### src/rtl/idex_pipe_reg.sv
// rtl/idex_pipe_reg.sv - ID->EX pipeline register with valid, stall, flush and immediate extension.
// Optional stall/bubble performance counters are enabled by defining IDEX_PERF_CNT_EN.
module idex_pipe_reg #(
    parameter int DATA_W  = 32,
    parameter int IMM_W   = 16,
    parameter int RADDR_W = 5,
    parameter int ALUOP_W = 3,
    parameter int CNT_W   = 16
) (
    input  logic               clk,
    input  logic               reset,
    input  logic               stall,
    input  logic               flush,
    input  logic               S1_valid,
    input  logic [DATA_W-1:0]  S1_readData1,
    input  logic [DATA_W-1:0]  S1_readData2,
    input  logic [IMM_W-1:0]   S1_Imm,
    input  logic               S1_ImmSext,
    input  logic [ALUOP_W-1:0] S1_ALUOp,
    input  logic               S1_DataSource,
    input  logic [RADDR_W-1:0] S1_writeselect,
    input  logic               S1_WriteEnable,
    output logic               S2_valid,
    output logic [DATA_W-1:0]  S2_readData1,
    output logic [DATA_W-1:0]  S2_readData2,
    output logic [DATA_W-1:0]  S2_Imm,
    output logic [ALUOP_W-1:0] S2_ALUOp,
    output logic               S2_DataSource,
    output logic [RADDR_W-1:0] S2_writeselect,
    output logic               S2_WriteEnable
`ifdef IDEX_PERF_CNT_EN
    ,
    output logic [CNT_W-1:0]   stall_cnt,
    output logic [CNT_W-1:0]   bubble_cnt
`endif
);

    logic [DATA_W-1:0]  w_imm_ext;

    logic               r_valid;
    logic [DATA_W-1:0]  r_readData1;
    logic [DATA_W-1:0]  r_readData2;
    logic [DATA_W-1:0]  r_imm;
    logic [ALUOP_W-1:0] r_aluop;
    logic               r_datasource;
    logic [RADDR_W-1:0] r_writeselect;
    logic               r_writeenable;

    generate
        if (IMM_W == DATA_W) begin : g_imm_pass
            assign w_imm_ext = S1_Imm;
        end else begin : g_imm_ext
            assign w_imm_ext = S1_ImmSext
                ? {{(DATA_W-IMM_W){S1_Imm[IMM_W-1]}}, S1_Imm}
                : {{(DATA_W-IMM_W){1'b0}}, S1_Imm};
        end
    endgenerate

    // Priority: reset > flush > stall > load. A flush during stall discards the held instruction.
    always_ff @(posedge clk) begin
        if (reset || flush) begin
            r_valid       <= 1'b0;
            r_readData1   <= '0;
            r_readData2   <= '0;
            r_imm         <= '0;
            r_aluop       <= '0;
            r_datasource  <= 1'b0;
            r_writeselect <= '0;
            r_writeenable <= 1'b0;
        end else if (!stall) begin
            r_valid       <= S1_valid;
            r_readData1   <= S1_readData1;
            r_readData2   <= S1_readData2;
            r_imm         <= w_imm_ext;
            r_aluop       <= S1_ALUOp;
            r_datasource  <= S1_DataSource;
            r_writeselect <= S1_writeselect;
            r_writeenable <= S1_WriteEnable & S1_valid;
        end
    end

    assign S2_valid       = r_valid;
    assign S2_readData1   = r_readData1;
    assign S2_readData2   = r_readData2;
    assign S2_Imm         = r_imm;
    assign S2_ALUOp       = r_aluop;
    assign S2_DataSource  = r_datasource;
    assign S2_writeselect = r_writeselect;
    assign S2_WriteEnable = r_writeenable;

`ifdef IDEX_PERF_CNT_EN
    logic             w_stall_inc;
    logic             w_bubble_inc;
    logic [CNT_W-1:0] r_stall_cnt;
    logic [CNT_W-1:0] r_bubble_cnt;

    // A bubble is any edge that loads S2_valid = 0: a flush, or an unstalled load of an invalid slot.
    assign w_stall_inc  = stall & ~flush;
    assign w_bubble_inc = flush | (~stall & ~S1_valid);

    always_ff @(posedge clk) begin
        if (reset) begin
            r_stall_cnt  <= '0;
            r_bubble_cnt <= '0;
        end else begin
            if (w_stall_inc && (r_stall_cnt != {CNT_W{1'b1}})) begin
                r_stall_cnt <= r_stall_cnt + 1'b1;
            end
            if (w_bubble_inc && (r_bubble_cnt != {CNT_W{1'b1}})) begin
                r_bubble_cnt <= r_bubble_cnt + 1'b1;
            end
        end
    end

    assign stall_cnt  = r_stall_cnt;
    assign bubble_cnt = r_bubble_cnt;
`endif

endmodule

### config.mk
export PLATFORM = sky130hd
export DESIGN_NAME = idex_pipe_reg
export DESIGN_NICKNAME = d
export VERILOG_FILES = /design/src/rtl/idex_pipe_reg.sv
export SDC_FILE = /design/constraint.sdc
export NUM_CORES = 1
export LEC_CHECK = 0
export CAP_MARGIN = 25
export CORE_ASPECT_RATIO = 0.7
export CORE_MARGIN = 2
export CORE_UTILIZATION = 40
export CTS_CLUSTER_DIAMETER = 30
export DETAILED_ROUTE_END_ITERATION = 16
export HOLD_SLACK_MARGIN = 0.12
export PLACE_DENSITY = 0.81
export SYNTH_ARGS = -nofsm -noshare
export SYNTH_HDL_FRONTEND = slang
export SYNTH_SLANG_ARGS = --single-unit
### constraint.sdc
create_clock -name clk -period 1.9 [get_ports clk]
set_input_delay 0.19 -clock clk [delete_from_list [all_inputs] [get_ports clk]]
set_output_delay 0.19 -clock clk [all_outputs]
set_load 0.01 [all_outputs]
==> results of run 1 <==
layer usage:
layer  vias up  part of all wire [%]
li1       1378                     -
met2       118                    47
met4         0                   2.0
met5         -                     0
met3        17                   9.4
met1      1303                    42
report_power, final:
| group | internal (mW) | switching [mW] | total, mW |
|---|---|---|---|
| Combinational | 0.385 | 0.220 | 0.605 |
| Clock | 1.02 | 0.708 | 1.73 |
| Sequential | 1.99 | 0.0344 | 2.03 |
per-stage QoR:
| step | util, % | cells |
|---|---|---|
| detailed placement | 63.51 | 589 |
| finish | 66.93 | 605 |
| floorplan | - | 315 |
| global placement | 63.51 | 589 |
| global route | 66.93 | 605 |
| CTS | 66.93 | 605 |
layout by cell type, fill, tap and decap left out:
cell type	netlist	layout
buf_4	19	2
bufinv_16	0	1
clkdlybuf4s50_1	0	201
nand2_1	2	2
nor2_1	90	90
clkinv_2	0	1
clkbuf_1	1	3
mux2i_1	90	90
dfxtp_1	92	92
or2_2	0	1
nand3b_1	2	2
buf_12	0	2
clkbuf_16	0	9
a21oi_1	2	2
clkinvlp_4	0	2
final timing paths:
check	cells past startpoint	slack, ns	to
min	4	0.40	S2_WriteEnable
max reg2reg	2	0.92	S2_Imm[30]
min reg2reg	2	0.46	S2_WriteEnable
max	1	0.1	S2_Imm[18]
flip-flops by register name, indices dropped and copies added (netlist names):
name            cells
S2_ALUOp            3
S2_valid            1
S2_Imm             17
S2_DataSource       1
S2_readData2       32
S2_readData1       32
S2_WriteEnable      1
S2_writeselect      5
kinds of logic (layout without fill, tap and decap cells):
logic type,Yosys count,after routing
AND/OR/NAND/NOR,95,95
buffers and inverters,36,221
AO/OA/AOI/OAI,2,2
flip-flops,92,92
multiplexers,90,90
area by class of cell:
type                    count  area (µm²)  share of cell area (%)
clock buffers              12       236.5                   4.220
repair buffers            205        2067                   36.88
clock inverters             4       50.05                  0.8931
well taps                 105       131.4                   2.344
flip-flops and latches     92        1842                   32.86
multi-input cells         187        1277                   22.80
==> impl_metrics.yaml, run 1 <==
status:
  outcome: "complete, no violations"
global_routing:
  grt_pass1_vias: 2771
  grt_busiest_layer: "met2"
  grt-ovfl-total: 0
  antenna_found_initial: 0
  grt_max_degree: 93
  grt_pass1_wl_mm: 13.52
  use_met3_pct: 8.358
  grt_util_met1_pct: 21.20
  use_met2_pct: 31.30
  track_usage_pct: 18.77
synth:
  synthXorXnorAreaFrac_pct: 0
  synth_seq_area_share_pct: 53.88
  yosys-top-cells-count: "dfxtp_1, mux2i_1, nor2_1"
  async_flop_share_pct: 0
  synthAdderAreaFrac_pct: 0
  ys.warnings.count: 0
  synthDistinctLibCells: 12
  netlist.area_leader.share_pct: 53.88
  synth-compound-area-share_pct: 0.2928
  synth.most_common_cell: "dfxtp_1"
  syn_nets: 411
  synth_area_per_cell_um2: 10.85
  synth_top_family_by_area: "multiplexers"
  synth_top_cell_by_area: "dfxtp_1"
  synth-edff-count: 0
  synth_flop_cell: "dfxtp_1"
  synth-simple-area-share_pct: 10.72
  ys_seq_elements: 92
  synthMuxAreaShare_pct: 26.35
  ys_top_cells_by_area: "dfxtp_1, mux2i_1, nor2_1, buf_4, buf_6"
  synth_area_um2: 3418
  syn_inst: 315
setup_path:
  path_buf_inv: 1
  cp_data_required_time_ns: 1.71
  r2r-start: "S2_Imm[30]"
  crit_type: "reg2out"
  critPathLaunchType: "flip-flop"
  cp.arrival_ns: 1.61
  crit_path_end_kind: "primary output"
  crit_fanout: 17
  cpLargestDelayFamily: "buffers and inverters"
  slowest_stage: "clkdlybuf4s50_1"
  cp_cell_sequence: "clkdlybuf4s50_1"
  max_stage_delay_ns: 0.65
  worstSetupStartpoint: "S2_Imm[30]"
clock_tree:
  cts_buffers: 9
  cts-resized-gates: 0
  post_cts_buffers: 0
  htree_levels: 3
  clkTransAtPathRegs_ns: 0.06
  cts_sinks: 92
  cts_root_buffer: "clkbuf_16"
  cts_tree: "built"
  holdBufCountCts: 0
  cts_buffer_depth: 2
  insertion_delay_ns: 0.33
hold_path:
  hold_start: "stall"
  hp-class: "in2reg"
timing:
  slew_headroom_pct: 67.07
  rsz0062_at_grt: "no"
  hold_slack_ns: 0.4012
  post-route-min-period_ns: 1.802
  max_freq_ghz: 0.5551
  hold_violations: 0
  finClkSkew_ns: 0
  setup_viol: 0
  fin_ws_ns: 0.09847
  final_max_slew_viol_count: 0
  tightest_slew_ns: 0.4933
  fin_setup_tns_ns: 0
  final.period_utilization_pct: 94.82
placement:
  place_congestion: 0.6961
  hpwl_mm: 6.458
  place_worst_setup_slack_ns: 0.4565
  io_buffers: 202
  place_area_um2: 5318
power_and_ir_drop:
  leakagePower_nw: 2.304
  vdd_drop_max_mv: 0.5303
  p_total_mw: 4.358
  p_per_area_nw_per_um2: 777.6
layout:
  final_area_um2: 5604
  drive_gt1_share_pct: 3.600
  synthToLayoutAreaGrowth_pct: 63.95
  num_antenna_cells: 0
  fin_nets: 591
  num-fill-cells: 653
floorplan:
  start_util_pct: 40.82
  die_w_um: 114.5
  rows: 28
  die_height_um: 81.35
  core_region_area_um2: 8373
  io_pins: 203
  die_area_um2: 9313
routing:
  wirelength_mm: 8.994
  drtAntennaViolNets: 0
  routedWlPerCell_um: 14.87
  via_count: 2816
  drtIter0Drc: 118
  first_pass_iters: 4
  drc: 0
  viasPerCell: 4.655
run:
  maxCapViolCount: 0
Note: power is estimated with default switching activity, not from simulation.
==> inputs of run 2 (changes only) <==
--- a/config.mk
+++ b/config.mk
@@ -13,6 +13,7 @@
 export DETAILED_ROUTE_END_ITERATION = 16
 export HOLD_SLACK_MARGIN = 0.12
 export PLACE_DENSITY = 0.81
+export REMOVE_ABC_BUFFERS = 1
 export SYNTH_ARGS = -nofsm -noshare
 export SYNTH_HDL_FRONTEND = slang
 export SYNTH_SLANG_ARGS = --single-unit
==> run 2 against run 1 <==
Final cell count increased by 0.17%. Flip-flop and latch count unchanged. Highest routed layer unchanged. Critical path depth unchanged. Largest power group unchanged. Clock power increased by 9%. Worst hold slack got worse by 0.19 ns. Largest cell class unchanged. Die area unchanged. Global-route usage decreased by 0.38 points.
==> impl_metrics.yaml, run 2 (same netlist as run 1, synthesis figures left out) <==
clock_tree:
  cts_buffers: 9
  cts_tree: "built"
  cts_buffer_depth: 2
  insertion_delay_ns: 0.33
  cts_root_buffer: "clkbuf_16"
  htree_levels: 3
  holdBufCountCts: 0
  clkTransAtPathRegs_ns: 0.06
  cts_sinks: 92
layout:
  num_antenna_cells: 0
  num-fill-cells: 633
  final_common_cell: "clkdlybuf4s50_1"
  fin_nets: 592
  final_area_um2: 5658
  synthToLayoutAreaGrowth_pct: 65.52
  final_cell_mix: "clkdlybuf4s50_1, dfxtp_1, mux2i_1, nor2_1, clkbuf_16"
  stdcell_count: 606
  drive_gt1_share_pct: 4.192
setup_path:
  crit_path_end_kind: "primary output"
  ff2ff_path_depth: 2
  cp_data_required_time_ns: 1.71
  cp.depth: 1
  regToRegEndpoint: "S2_Imm[30]"
  max_stage_delay_ns: 0.60
  cp_cell_sequence: "clkdlybuf4s50_1"
  crit_fanout: 17
  crit_type: "reg2out"
  cp.arrival_ns: 1.40
  path_buf_inv: 1
  cpLargestDelayFamily: "buffers and inverters"
  critPathLaunchType: "flip-flop"
  r2r-start: "S2_Imm[30]"
  slowest_stage: "clkdlybuf4s50_1"
  rrSetupSlack_ns: 1.15
floorplan:
  die_area_um2: 9313
  io_pins: 203
  start_util_pct: 40.82
  die_height_um: 81.35
  core_region_area_um2: 8373
  die_w_um: 114.5
  rows: 28
global_routing:
  grt_max_degree: 93
  antenna_found_initial: 0
  grt_pass1_wl_mm: 13.12
  track_usage_pct: 18.39
  grt-ovfl-total: 0
  grt_pass1_vias: 2624
placement:
  place_congestion: 0.7444
  place_area_um2: 5338
  hpwl_mm: 6.441
  io_buffers: 202
  dpl.cell_count: 590
timing:
  final.period_utilization_pct: 83.92
  hold_violations: 0
  rsz0062_at_grt: "no"
  slew_headroom_pct: 73.53
  finClkSkew_ns: 0
  hold_slack_ns: 0.2137
  final_max_slew_viol_count: 0
  max_freq_ghz: 0.6271
  post-route-min-period_ns: 1.595
  setup_viol: 0
  tightest_slew_ns: 0.3971
hold_path:
  hp-class: "in2reg"
  hold_end: "S2_Imm[30]"
  hold_start: "stall"
  hold_depth: 3
routing:
  route.met2.wl_mm: 3.955
  drtAntennaViolNets: 0
  drc: 0
  top_layer: "met4"
  first_pass_iters: 4
  via_count: 2781
  wirelength_mm: 8.728
  met3_length_mm: 1.138
  routedWlPerCell_um: 14.40
  wirelength_met1_mm: 3.494
  viasPerCell: 4.589
  drtIter0Drc: 129
power_and_ir_drop:
  p_per_area_nw_per_um2: 797.4
  leakagePower_nw: 2.334
  vdd_drop_max_mv: 0.8417
run:
  maxCapViolCount: 0
status:
  outcome: "complete, no violations"
[run 2: changes by cell type in the layout (fill, tap and decap cells not counted), sizes merged]
cell      change
buf           +1
clkinvlp      -1
bufinv        +1
[run 2: layer usage]
| layer | GRT usage (%) | vias to the layer above |
|---|---|---|
| li1 | - | 1386 |
| met1 | 21.17 | 1244 |
| met2 | 28.58 | 138 |
| met3 | 10.60 | 13 |
| met4 | 6.829 | 0 |
| met5 | 0 | - |
[run 2: worst max-delay path by stage]
stage               start             end  slack (ns)
2_1_floorplan       reset     S2_ALUOp[0]       -0.06
3_3_place_gp        flush  S2_WriteEnable        0.53
3_5_place_dp   S2_Imm[30]      S2_Imm[17]        0.46
4_1_cts        S2_Imm[30]      S2_Imm[17]        0.09
5_1_grt        S2_Imm[30]      S2_Imm[17]        0.21
6_report       S2_Imm[30]      S2_Imm[17]        0.31
[run 2: layout make-up]
type	instances	area (µm²)	area share [%]
Clock buffer	12	246.5	4.356
Clock inverter	4	72.57	1.283
Multi-Input combinational cell	187	1277	22.58
Sequential cell	92	1843	32.57
Tap cell	105	131.4	2.322
Timing Repair Buffer	206	2087	36.89
[run 2: power by group]
| group | leakage, nW | switching, mW | total (mW) | internal, mW |
|---|---|---|---|---|
| registers | 0.750 | 0.0331 | 2.03 | 1.99 |
| clock network | 0.153 | 0.693 | 1.88 | 1.19 |
| logic | 1.43 | 0.218 | 0.606 | 0.388 |
[run 2: what timing repair did]
item | CTS | global route
setup endpoints to repair | 0 | 1
resized for setup | 0 | 1
setup buffers | 0 | 0
[run 2: per-stage QoR]
step                power [mW]  setup WS, ns  TNS (ns)  util (%)
floorplan                2.255      -0.06456    -5.846         -
global placement         2.662        0.5282         0     63.75
detailed placement       2.678        0.4616         0     63.75
CTS                      4.572       0.09072         0     67.56
global route             4.700        0.2116         0     67.57
finish                   4.511        0.3055         0     67.57
==> inputs of run 3 (changes only) <==
--- a/config.mk
+++ b/config.mk
@@ -8,11 +8,11 @@
 export CAP_MARGIN = 25
 export CORE_ASPECT_RATIO = 0.7
 export CORE_MARGIN = 2
-export CORE_UTILIZATION = 40
+export CORE_UTILIZATION = 37
 export CTS_CLUSTER_DIAMETER = 30
 export DETAILED_ROUTE_END_ITERATION = 16
 export HOLD_SLACK_MARGIN = 0.12
-export PLACE_DENSITY = 0.81
+export PLACE_DENSITY = 0.75
 export REMOVE_ABC_BUFFERS = 1
 export SYNTH_ARGS = -nofsm -noshare
 export SYNTH_HDL_FRONTEND = slang
==> constraint.sdc (replaced) <==
create_clock -name clk -period 1.5 [get_ports clk]
set_input_delay 0.15 -clock clk [delete_from_list [all_inputs] [get_ports clk]]
set_output_delay 0.15 -clock clk [all_outputs]
set_load 0.01 [all_outputs]
==> run 3 against run 2 <==
Utilization fell by 4.8 points. Power grew 23%. Worst hold slack better by 0.11 ns. Routed wire length is 0.57% lower. Sequential power rose by 26%. Global-route usage decreased by 1.0 points. Count of clock-buffer cells in the layout stayed put. Non-clock buffer count rose by 5. First-iteration DRC count grew 9.3%. Setup slack worse by 0.20 ns. Critical path type unchanged. Largest cell class unchanged.
==> impl_metrics.yaml, run 3 (same netlist as run 1, synthesis figures left out) <==
layout:
  final_cell_mix: "clkdlybuf4s50_1, dfxtp_1, mux2i_1, nor2_1, dlygate4sd2_1"
  drive_gt1_share_pct: 4.762
  final_common_cell: "clkdlybuf4s50_1"
  final-seq-area_um2: 1842
  multi_input_area_um2: 1277
  num-fill-cells: 760
  stdcell_count: 628
  num_antenna_cells: 0
  synthToLayoutAreaGrowth_pct: 65.89
  finish.utilization_pct: 62.76
  fin_nets: 597
floorplan:
  io_pins: 203
  start_util_pct: 37.83
  die_height_um: 84.42
  core_region_area_um2: 9035
  die_area_um2: 10040
  rows: 29
  die_w_um: 118.9
routing:
  drc: 0
  wirelength_mm: 8.678
  viasPerCell: 4.400
  drtIter0Drc: 141
  first_pass_iters: 4
  via_count: 2763
  drtAntennaViolNets: 0
  routedWlPerCell_um: 13.82
placement:
  dpl.cell_count: 614
  place_congestion: 0.7243
  place_worst_setup_slack_ns: 0.1356
  io_buffers: 202
  hpwl_mm: 6.230
setup_path:
  crit_path_end_kind: "primary output"
  cp.arrival_ns: 1.25
  cp_cell_sequence: "clkdlybuf4s50_1"
  cp_data_required_time_ns: 1.35
  cpLargestDelayFamily: "buffers and inverters"
  slowest_stage: "clkdlybuf4s50_1"
  path_buf_inv: 1
  crit_type: "reg2out"
  max_stage_delay_ns: 0.57
  crit_fanout: 2
  critPathLaunchType: "flip-flop"
global_routing:
  track_usage_pct: 17.40
  grt_pass1_vias: 2638
  grt_pass1_wl_mm: 13.74
  antenna_found_initial: 0
  grt-ovfl-total: 0
  grt_max_degree: 93
run:
  maxCapViolCount: 0
timing:
  tightest_slew_ns: 0.4351
  max_freq_ghz: 0.7164
  rsz0062_at_grt: "no"
  finClkSkew_ns: 0
  final_max_slew_viol_count: 0
  final.period_utilization_pct: 93.06
  setup_viol: 0
  fin_ws_ns: 0.1041
  hold_violations: 0
  slew_headroom_pct: 70.99
  post-route-min-period_ns: 1.396
status:
  outcome: "complete, no violations"
clock_tree:
  cts_sinks: 92
  cts_buffer_depth: 2
  htree_levels: 3
  cts_tree: "built"
  clkTransAtPathRegs_ns: 0.06
  insertion_delay_ns: 0.33
  cts_buffers: 9
  holdBufCountCts: 0
  cts_root_buffer: "clkbuf_16"
power_and_ir_drop:
  vdd_drop_max_mv: 0.9073
  leakagePower_nw: 2.424
  p_per_area_nw_per_um2: 981.1
hold_path:
  hp-class: "in2reg"
==> run 3: cell types whose count changed in the layout (fill, tap and decap cells not counted) <==
cell,change
clkbuf_8,+1
dfxtp_1,+1
clkbuf_1,-1
dfxtp_2,-1
buf_4,+5
clkdlybuf4s50_1,-16
bufinv_16,-1
dlygate4sd2_1,+16
clkinvlp_4,-1
==> run 3: per-layer routing <==
layer  part of all wire, %  GRT usage, %  up-vias  wire length [µm]
li1                      -             -     1389                 -
met1                    44         21.48     1234              3852
met2                    43         25.86      131              3701
met3                    12         9.511        9              1020
met4                   1.2         5.844        0               103
met5                     0             0        -                 0
==> run 3: worst reg2reg max path, delay by kind of cell (launching register included) <==
kind,cells,cell delay (ns)
simple gates,1,0.07
compound gates,1,0.12
buf+inv,1,0.18
flops,1,0.31
==> run 3: final cells by class <==
cell class / instances / area share (%)
Multi-Input combinational cell: 187 / 22.53
Clock buffer: 12 / 4.523
Sequential cell: 92 / 32.48
Tap cell: 124 / 2.736
Clock inverter: 2 / 0.6178
Timing Repair Buffer: 211 / 37.11
==> run 3: through the flow <==
stage	hold WS (ns)	cell area [µm²]	power [mW]	setup TNS, ns
CTS	0.3125	5670	5.647	0
global placement	0.4422	5399	3.389	0
finish	0.3269	5670	5.563	0
detailed placement	0.4553	5399	3.400	0
floorplan	0.2860	3119	2.857	-38.97
global route	0.3309	5670	5.814	0
==> run 3: what timing repair did <==
item | in CTS | in global routing
resized for setup | 16 | 0
setup buffers | 0 | 0
setup endpoints to repair | 16 | 0
==> run 3: path summary, 6_finish.rpt <==
path                            to  slack (ns)  cells past startpoint            from
setup / recovery     S2_DataSource        0.10                      1   S2_DataSource
hold / removal    S2_readData2[19]        0.33                      3           stall
setup reg to reg        S2_Imm[30]        0.75                      3      S2_Imm[30]
hold reg to reg     S2_WriteEnable        0.46                      2  S2_WriteEnable
==> run 3: where the power goes <==
group	internal, mW	total (mW)	switching, mW
Combinational	0.493	0.773	0.280
Clock	1.36	2.23	0.866
Sequential	2.52	2.56	0.0391
Total	4.38	5.56	1.18
